===== config.mk =====
export PLATFORM = sky130hd
export DESIGN_NAME = ip_sdram_arbiter
export DESIGN_NICKNAME = d
export VERILOG_FILES = /design/src/rtl/ip_sdram_arbiter_pkg.sv /design/src/rtl/ip_sdram_arbiter.sv
export SDC_FILE = /design/constraint.sdc
export NUM_CORES = 1
export LEC_CHECK = 0
export CORE_UTILIZATION = 42
export CTS_CLUSTER_DIAMETER = 40
export DETAILED_ROUTE_END_ITERATION = 8
export GPL_TIMING_DRIVEN = 0
export MAX_ROUTING_LAYER = met4
export PLACE_DENSITY = 0.8
export SETUP_SLACK_MARGIN = 0.3
export SYNTH_ARGS = -nofsm -noshare
export SYNTH_HDL_FRONTEND = slang
export SYNTH_SLANG_ARGS = --single-unit

===== constraint.sdc =====
create_clock -name clk -period 2.5 [get_ports clk]
set_input_delay 0.375 -clock clk [delete_from_list [all_inputs] [get_ports clk]]
set_output_delay 0.375 -clock clk [all_outputs]
set_load 0.005 [all_outputs]

===== src/rtl/ip_sdram_arbiter_pkg.sv =====
// Shared constants for the two-port SDRAM arbiter: default parameters and FSM encodings.
package ip_sdram_arbiter_pkg;

  localparam int DEF_ADDR_W    = 23;
  localparam int DEF_TIMEOUT   = 64;
  localparam int DEF_MAX_A_RUN = 4;

  localparam logic [1:0] ST_IDLE    = 2'd0;
  localparam logic [1:0] ST_ISSUE   = 2'd1;
  localparam logic [1:0] ST_WAIT_RD = 2'd2;
  localparam logic [1:0] ST_GAP     = 2'd3;

  localparam logic [15:0] RDATA_TIMEOUT = 16'hFFFF;

endpackage


===== src/rtl/ip_sdram_arbiter.sv =====
// Two-port (VDP / debugger) front end for ip_sdram: one access in flight,
// A-priority with a bounded A run while B waits, read timeout returning 16'hFFFF.
module ip_sdram_arbiter
  import ip_sdram_arbiter_pkg::*;
#(
  parameter int ADDR_W    = DEF_ADDR_W,
  parameter int TIMEOUT   = DEF_TIMEOUT,
  parameter int MAX_A_RUN = DEF_MAX_A_RUN
) (
  input  logic              clk,
  input  logic              reset,
  input  logic              a_req,
  input  logic              a_wr,
  input  logic [ADDR_W-1:0] a_address,
  input  logic [7:0]        a_wdata,
  output logic              a_ack,
  output logic [15:0]       a_rdata,
  input  logic              b_req,
  input  logic              b_wr,
  input  logic [ADDR_W-1:0] b_address,
  input  logic [7:0]        b_wdata,
  output logic              b_ack,
  output logic [15:0]       b_rdata,
  output logic              sdram_rd_n,
  output logic              sdram_wr_n,
  output logic [ADDR_W-1:0] sdram_address,
  output logic [7:0]        sdram_wdata,
  input  logic              sdram_busy,
  input  logic [15:0]       sdram_rdata,
  input  logic              sdram_rdata_en
);

  localparam int RUN_W = $clog2(MAX_A_RUN + 1);
  localparam int TMO_W = $clog2(TIMEOUT + 1);
  localparam logic [RUN_W-1:0] RUN_MAX  = RUN_W'(MAX_A_RUN);
  localparam logic [TMO_W-1:0] TMO_LAST = TMO_W'(TIMEOUT - 1);

  logic [1:0]       state;
  logic [RUN_W-1:0] a_run;
  logic [TMO_W-1:0] tmo_cnt;
  logic             gnt_b;
  logic             gnt_wr;
  logic             grant;
  logic             pick_b;
  logic             pick_wr;
  logic             rd_done;
  logic [15:0]      done_data;

  always_comb begin
    grant     = ~sdram_busy & (a_req | b_req);
    pick_b    = b_req & (~a_req | (a_run >= RUN_MAX));
    pick_wr   = pick_b ? b_wr : a_wr;
    // Data arriving on the last timeout cycle still completes normally.
    rd_done   = (state == ST_WAIT_RD) & (sdram_rdata_en | (tmo_cnt == TMO_LAST));
    done_data = sdram_rdata_en ? sdram_rdata : RDATA_TIMEOUT;
  end

  always_ff @(posedge clk) begin
    if (reset) begin
      state         <= ST_IDLE;
      sdram_rd_n    <= 1'b1;
      sdram_wr_n    <= 1'b1;
      sdram_address <= '0;
      sdram_wdata   <= '0;
      a_ack         <= 1'b0;
      b_ack         <= 1'b0;
      a_rdata       <= '0;
      b_rdata       <= '0;
      a_run         <= '0;
      tmo_cnt       <= '0;
      gnt_b         <= 1'b0;
      gnt_wr        <= 1'b0;
    end else begin
      a_ack      <= 1'b0;
      b_ack      <= 1'b0;
      sdram_rd_n <= 1'b1;
      sdram_wr_n <= 1'b1;
      if (!b_req) a_run <= '0;
      case (state)
        ST_IDLE: begin
          if (grant) begin
            gnt_b         <= pick_b;
            gnt_wr        <= pick_wr;
            sdram_address <= pick_b ? b_address : a_address;
            sdram_wdata   <= pick_b ? b_wdata : a_wdata;
            if (pick_wr) sdram_wr_n <= 1'b0;
            else         sdram_rd_n <= 1'b0;
            if (pick_b)                        a_run <= '0;
            else if (b_req && a_run != RUN_MAX) a_run <= a_run + 1'b1;
            state <= ST_ISSUE;
          end
        end
        ST_ISSUE: begin
          if (gnt_wr) begin
            a_ack <= ~gnt_b;
            b_ack <= gnt_b;
            state <= ST_GAP;
          end else begin
            tmo_cnt <= '0;
            state   <= ST_WAIT_RD;
          end
        end
        ST_WAIT_RD: begin
          if (rd_done) begin
            if (gnt_b) begin
              b_ack   <= 1'b1;
              b_rdata <= done_data;
            end else begin
              a_ack   <= 1'b1;
              a_rdata <= done_data;
            end
            state <= ST_GAP;
          end else begin
            tmo_cnt <= tmo_cnt + 1'b1;
          end
        end
        default: state <= ST_IDLE;
      endcase
    end
  end

endmodule


Word level (Yosys, flattened, before mapping)
Cells that the tools add are included.
Cells by class
  mux-type cells: 26
  $lt $le $gt $ge: 1
  bitwise operators: 11
  $add $sub $neg: 2
  reductions and logical operators: 9
  eq/ne operators: 8
Operators by type and width (number)
  $mux W23: 1
  $mux W16: 1
  $mux W3: 5
  $mux W7: 2
  $pmux W7 S2: 1
  $mux W1: 10
  $reduce_and A3 Y1: 3
  $mux W8: 1
  $ne A2 B2 Y1 const B: 4
  $add A7 B1 Y7 const B: 1
  $eq A7 B6 Y1 const B: 1
  $pmux W2 S3: 1
  $not A1 Y1: 5
  $mux W2: 2
  $pmux W1 S2: 2
  $reduce_and A2 Y1: 2
  $add A3 B1 Y3 const B: 1
  $and A1 B1 Y1: 3
  $ge A3 B3 Y1 const B: 1
  $ne A3 B3 Y1 const B: 1
  $or A1 B1 Y1: 3
  $reduce_or A3 Y1: 1
  $eq A2 B1 Y1 const B: 1
  $eq A2 B2 Y1 const B: 1
  other kinds (3): 3
Storage, ports and cells
  flip-flop bits (word level): 81
  logic and storage cells: 70
  output and inout port bits: 67
  input port bits: 86

Depth between registers and ports, before layout
  depth after elaboration: 6
  gate-level depth with buffers: 8
  gate-level depth less buffers: 6

Least setup slack after synthesis
No wires, ideal clock.
  path type: register to register
  start: register state[0]
  end: register tmo_cnt[4]
  arrival time: 1597 ps
  required time: 2368 ps
  clock period less this slack: 1729 ps
  cell stages (with the launch flop): 7
  slack: 771 ps
  buffers on the path: 0
  library setup time: 132 ps
  path through: dfxtp_1 > inv_1 > ha_1 > a21bo_2 > nor4b_1 > mux2i_1 > nor3_1
Between the ends
  word-level cells in the longest chain between the ends: 4
  elaborated cells on any way between the ends: 8
  those cells by class: eq/ne (4); mux (1); bitwise (1); reduce/logical (2)
Ends and longest elaborated chain
  start, declared: RTL line ip_sdram_arbiter.sv:38  | logic [1:0] state;
  start signal, assigned: RTL line ip_sdram_arbiter.sv:60  | state <= ST_IDLE;
  start signal, assigned: RTL line ip_sdram_arbiter.sv:90  | state <= ST_ISSUE;
  start signal, assigned: RTL line ip_sdram_arbiter.sv:97  | state <= ST_GAP;
  $eq A2 B2 Y1: RTL line ip_sdram_arbiter.sv:54, ip_sdram_arbiter.sv:79
  $and A1 B1 Y1: RTL line ip_sdram_arbiter.sv:54  | rd_done = (state == ST_WAIT_RD) & (sdram_rdata_en | (tmo_cnt == TMO_LAST));
  $ne A2 B2 Y1 (no source line)
  $reduce_and A3 Y1 (no source line)
  end signal, assigned: RTL line ip_sdram_arbiter.sv:114  | tmo_cnt <= tmo_cnt + 1'b1;
  end, declared: RTL line ip_sdram_arbiter.sv:40  | logic [TMO_W-1:0] tmo_cnt;
Parallel ways exist; a longest one is shown, timed or not.
A chain may end at the register's enable or synchronous reset.

Worst setup path after layout
  start: register state[0]
  end: register b_rdata[2]
Between the ends
  word-level cells in the longest chain between the ends: 3
Ends and longest elaborated chain
  $eq A2 B2 Y1 (*): RTL line ip_sdram_arbiter.sv:54, ip_sdram_arbiter.sv:79
  $and A1 B1 Y1: RTL line ip_sdram_arbiter.sv:54
  $reduce_and A3 Y1 (no source line) (*)
  end signal, assigned: RTL line ip_sdram_arbiter.sv:107  | b_rdata <= done_data;
  end, declared: RTL line ip_sdram_arbiter.sv:23  | output logic [15:0] b_rdata,
Every way passes the cells marked *; elsewhere a longest branch is shown, timed or not.

==> flow_summary.yaml <==
status:
  status: "completed"
grt:
  grt_start_max_net_pins: 15
  antenna_found_initial: 0
  grt_pass1_wl_mm: 15.08
  grt_overflow: 0
  grt.total_usage: 0.2272
  grt_pass1_vias: 3243
critical_path:
  crit_cells: 8
  ff2ff_setup_slack_ns: 0.46
  crit_buf_inv: 4
  cp_top_family: "buffers and inverters"
  path_cells: "inv_1 -> ha_1 -> buf_2 -> and2_1 -> buf_2 -> nand2_1 -> clkbuf_1 -> o221a_1"
  max_stage_delay_ns: 0.40
  required_ns: 2.80
  crit_slowest_cell: "dfxtp_1"
  crit_top_cell: "buf_2"
  path_class: "flop to flop"
  endpoint_kind: "flop"
  start_kind: "flop"
  worstPathMaxFanout: 10
  rr_worst_depth: 8
  cp_data_arrival_time_ns: 2.34
clock_network:
  cts-resized-gates: 0
  clk_pin_slew_ns: 0.08
  root_buffer: "clkbuf_8"
  holdBufCountCts: 0
  postCtsSetupBuffers: 0
  clock_latency_ns: 0.35
  numClockSinks: 81
  h-tree-depth: 3
  clockBufferDepth: 2
  cts_tree: "yes"
  cts-buffers-inserted: 9
yosys:
  async_flop_share: 0
  synth_area_leader_cell: "dfxtp_1"
  synthCells: 360
  syn-num-nets: 453
  ys_seq_elements: 81
  synthDistinctLibCells: 39
  synth_top_area_share: 0.4654
  ys.flop_type: "dfxtp_1"
  ys_seq_area_frac: 0.4654
  synth_area_per_cell_um2: 9.679
  yosys_warnings: 0
  netlist_area_um2: 3485
  synth_area_leaders: "dfxtp_1 47%, mux2i_1 10%, a211oi_1 7.3%"
  yosysMostFrequentCell: "dfxtp_1"
  synth_enable_flop_cells: 0
  ys_top_cells_by_count: "81 x dfxtp_1, 55 x nor2_1, 35 x mux2i_1"
layout:
  n_fill_cell: 640
  fin_nets: 616
  final_core_util: 0.6845
  fin_area_um2: 5399
  diodes: 0
  drive_above_1_share: 0.07955
  area_delta_synth_final_pct: 54.94
  multiInputGateArea_um2: 1672
  seqCellArea_um2: 1622
sta:
  slew_violations: 0
  slew_headroom: 0.5354
  fin_crit_sh: 0.8148
  period_needed_ns: 2.037
  tightest_slew_ns: 0.6906
  fmax_mhz: 490.9
  rsz0062_at_grt: "no"
  fin_setup_tns_ns: 0
  hold_violations: 0
  skew_ns: 0.01233
  finalSetupViolations: 0
power:
  leakage_nw: 2.125
  power_mw: 4.161
  power_density_nw_per_um2: 770.7
  ir_drop_mv: 0.3531
placed_design:
  io_buffers: 152
  placed_cell_area_um2: 5134
  dp_hpwl_mm: 7.244
  gp_congestion: 0.8705
floorplan:
  coreArea_um2: 7888
  die_area_um2: 8665
  rows: 32
  die_h_um: 93.09
  ios: 153
  initial_utilization: 0.4418
  die_w_um: 93.09
drt:
  drtAntennaViolNets: 0
  drc_errors: 0
  drt_wl_total_mm: 9.408
  drtIter0Drc: 162
  via_count: 3285
  route.detailed.wl_per_inst_um: 14.93
  firstDrtPassIters: 4
  via_per_inst: 5.214
hold_path:
  min_path_type: "flop to flop"
  hold_depth: 1
run:
  drv_cap: 0
==> routing by layer <==
metal  wire length (µm)  share of wire  GRT usage
met3                654          0.070    0.05366
met2               4500           0.48     0.3781
met5                  0              0          -
met1               4067           0.43     0.2625
met4                185          0.020    0.09615
==> cells in the final DEF, fill, tap and decap left out, types with 2 or more instances in the layout <==
cell type / instances
a2111oi_0: 2
a211oi_1: 34
a21oi_1: 21
a311oi_1: 2
a31oi_1: 4
and2_1: 3
buf_2: 9
buf_4: 3
buf_6: 3
bufinv_16: 4
clkbuf_1: 16
clkbuf_8: 9
clkdlybuf4s50_1: 152
dfxtp_1: 81
ha_1: 7
inv_1: 8
mux2i_1: 35
nand2_1: 13
nand3_1: 6
nand4_1: 2
nor2_1: 55
nor4b_1: 2
o211ai_1: 3
o21a_1: 17
o21ai_0: 3
o221a_1: 10
o221a_2: 6
or3_1: 2
==> area by class of cell <==
cell class	instances	share of cell area
clock buffer	10	0.02364
multi-input combinational	240	0.3096
timing repair buffer	152	0.2818
tap	102	0.02364
sequential	81	0.3003
clock inverter	6	0.02549
inverter	8	0.005562
buffer	31	0.02990
==> cell families (layout without fill, tap and decap cells) <==
kind of cell	count (synthesis)	count (layout)	share of synthesized area
DFF	81	81	0.4654
AOI/OAI and AO/OA	108	108	0.2366
and+or+nand+nor	88	88	0.1117
muxes	36	36	0.1038
adders and majority gates	7	7	0.02513
buffers and inverters	39	207	0.05493
xor gates and xnor gates	1	1	0.002514
==> worst paths after layout <==
kind	end	from
worst max-delay path	b_rdata[2]$_SDFFE_PP0P_	state[0]$_SDFFE_PP0P_
worst min-delay path	a_rdata[12]$_SDFFE_PP0P_	a_rdata[12]$_SDFFE_PP0P_
worst max register to register	b_rdata[2]$_SDFFE_PP0P_	state[0]$_SDFFE_PP0P_
worst min register to register	a_rdata[12]$_SDFFE_PP0P_	a_rdata[12]$_SDFFE_PP0P_
==> worst register-to-register path, stage by stage (launching register included) <==
cell      delay [ns]
dfxtp_1         0.40
inv_1           0.08
ha_1            0.19
buf_2           0.17
and2_1          0.15
buf_2           0.16
nand2_1         0.20
clkbuf_1        0.38
o221a_1         0.27
==> power by group <==
group          switching [mW]  total [mW]  internal, mW
Clock                   0.489        1.26         0.770
Combinational           0.601        1.30         0.698
Sequential              0.113        1.60          1.49
==> registers in the layout (all words and copies together), names as in the netlist, 2 cells and up <==
name,count
state,2
a_rdata,16
sdram_wdata,8
sdram_address,23
tmo_cnt,7
a_run,3
b_rdata,16
==> per-stage QoR <==
stage	setup WS, ns	std cells	hold slack (ns)
final	0.4631	630	0.4685
after global routing	0.3019	630	0.4919
after CTS	0.4811	630	0.4723
after detailed placement	0.2444	614	0.4518
after global placement	0.2707	614	0.4476
after floorplan	0.7712	360	0.4434
No activity file was read; power rests on OpenSTA's default activity.
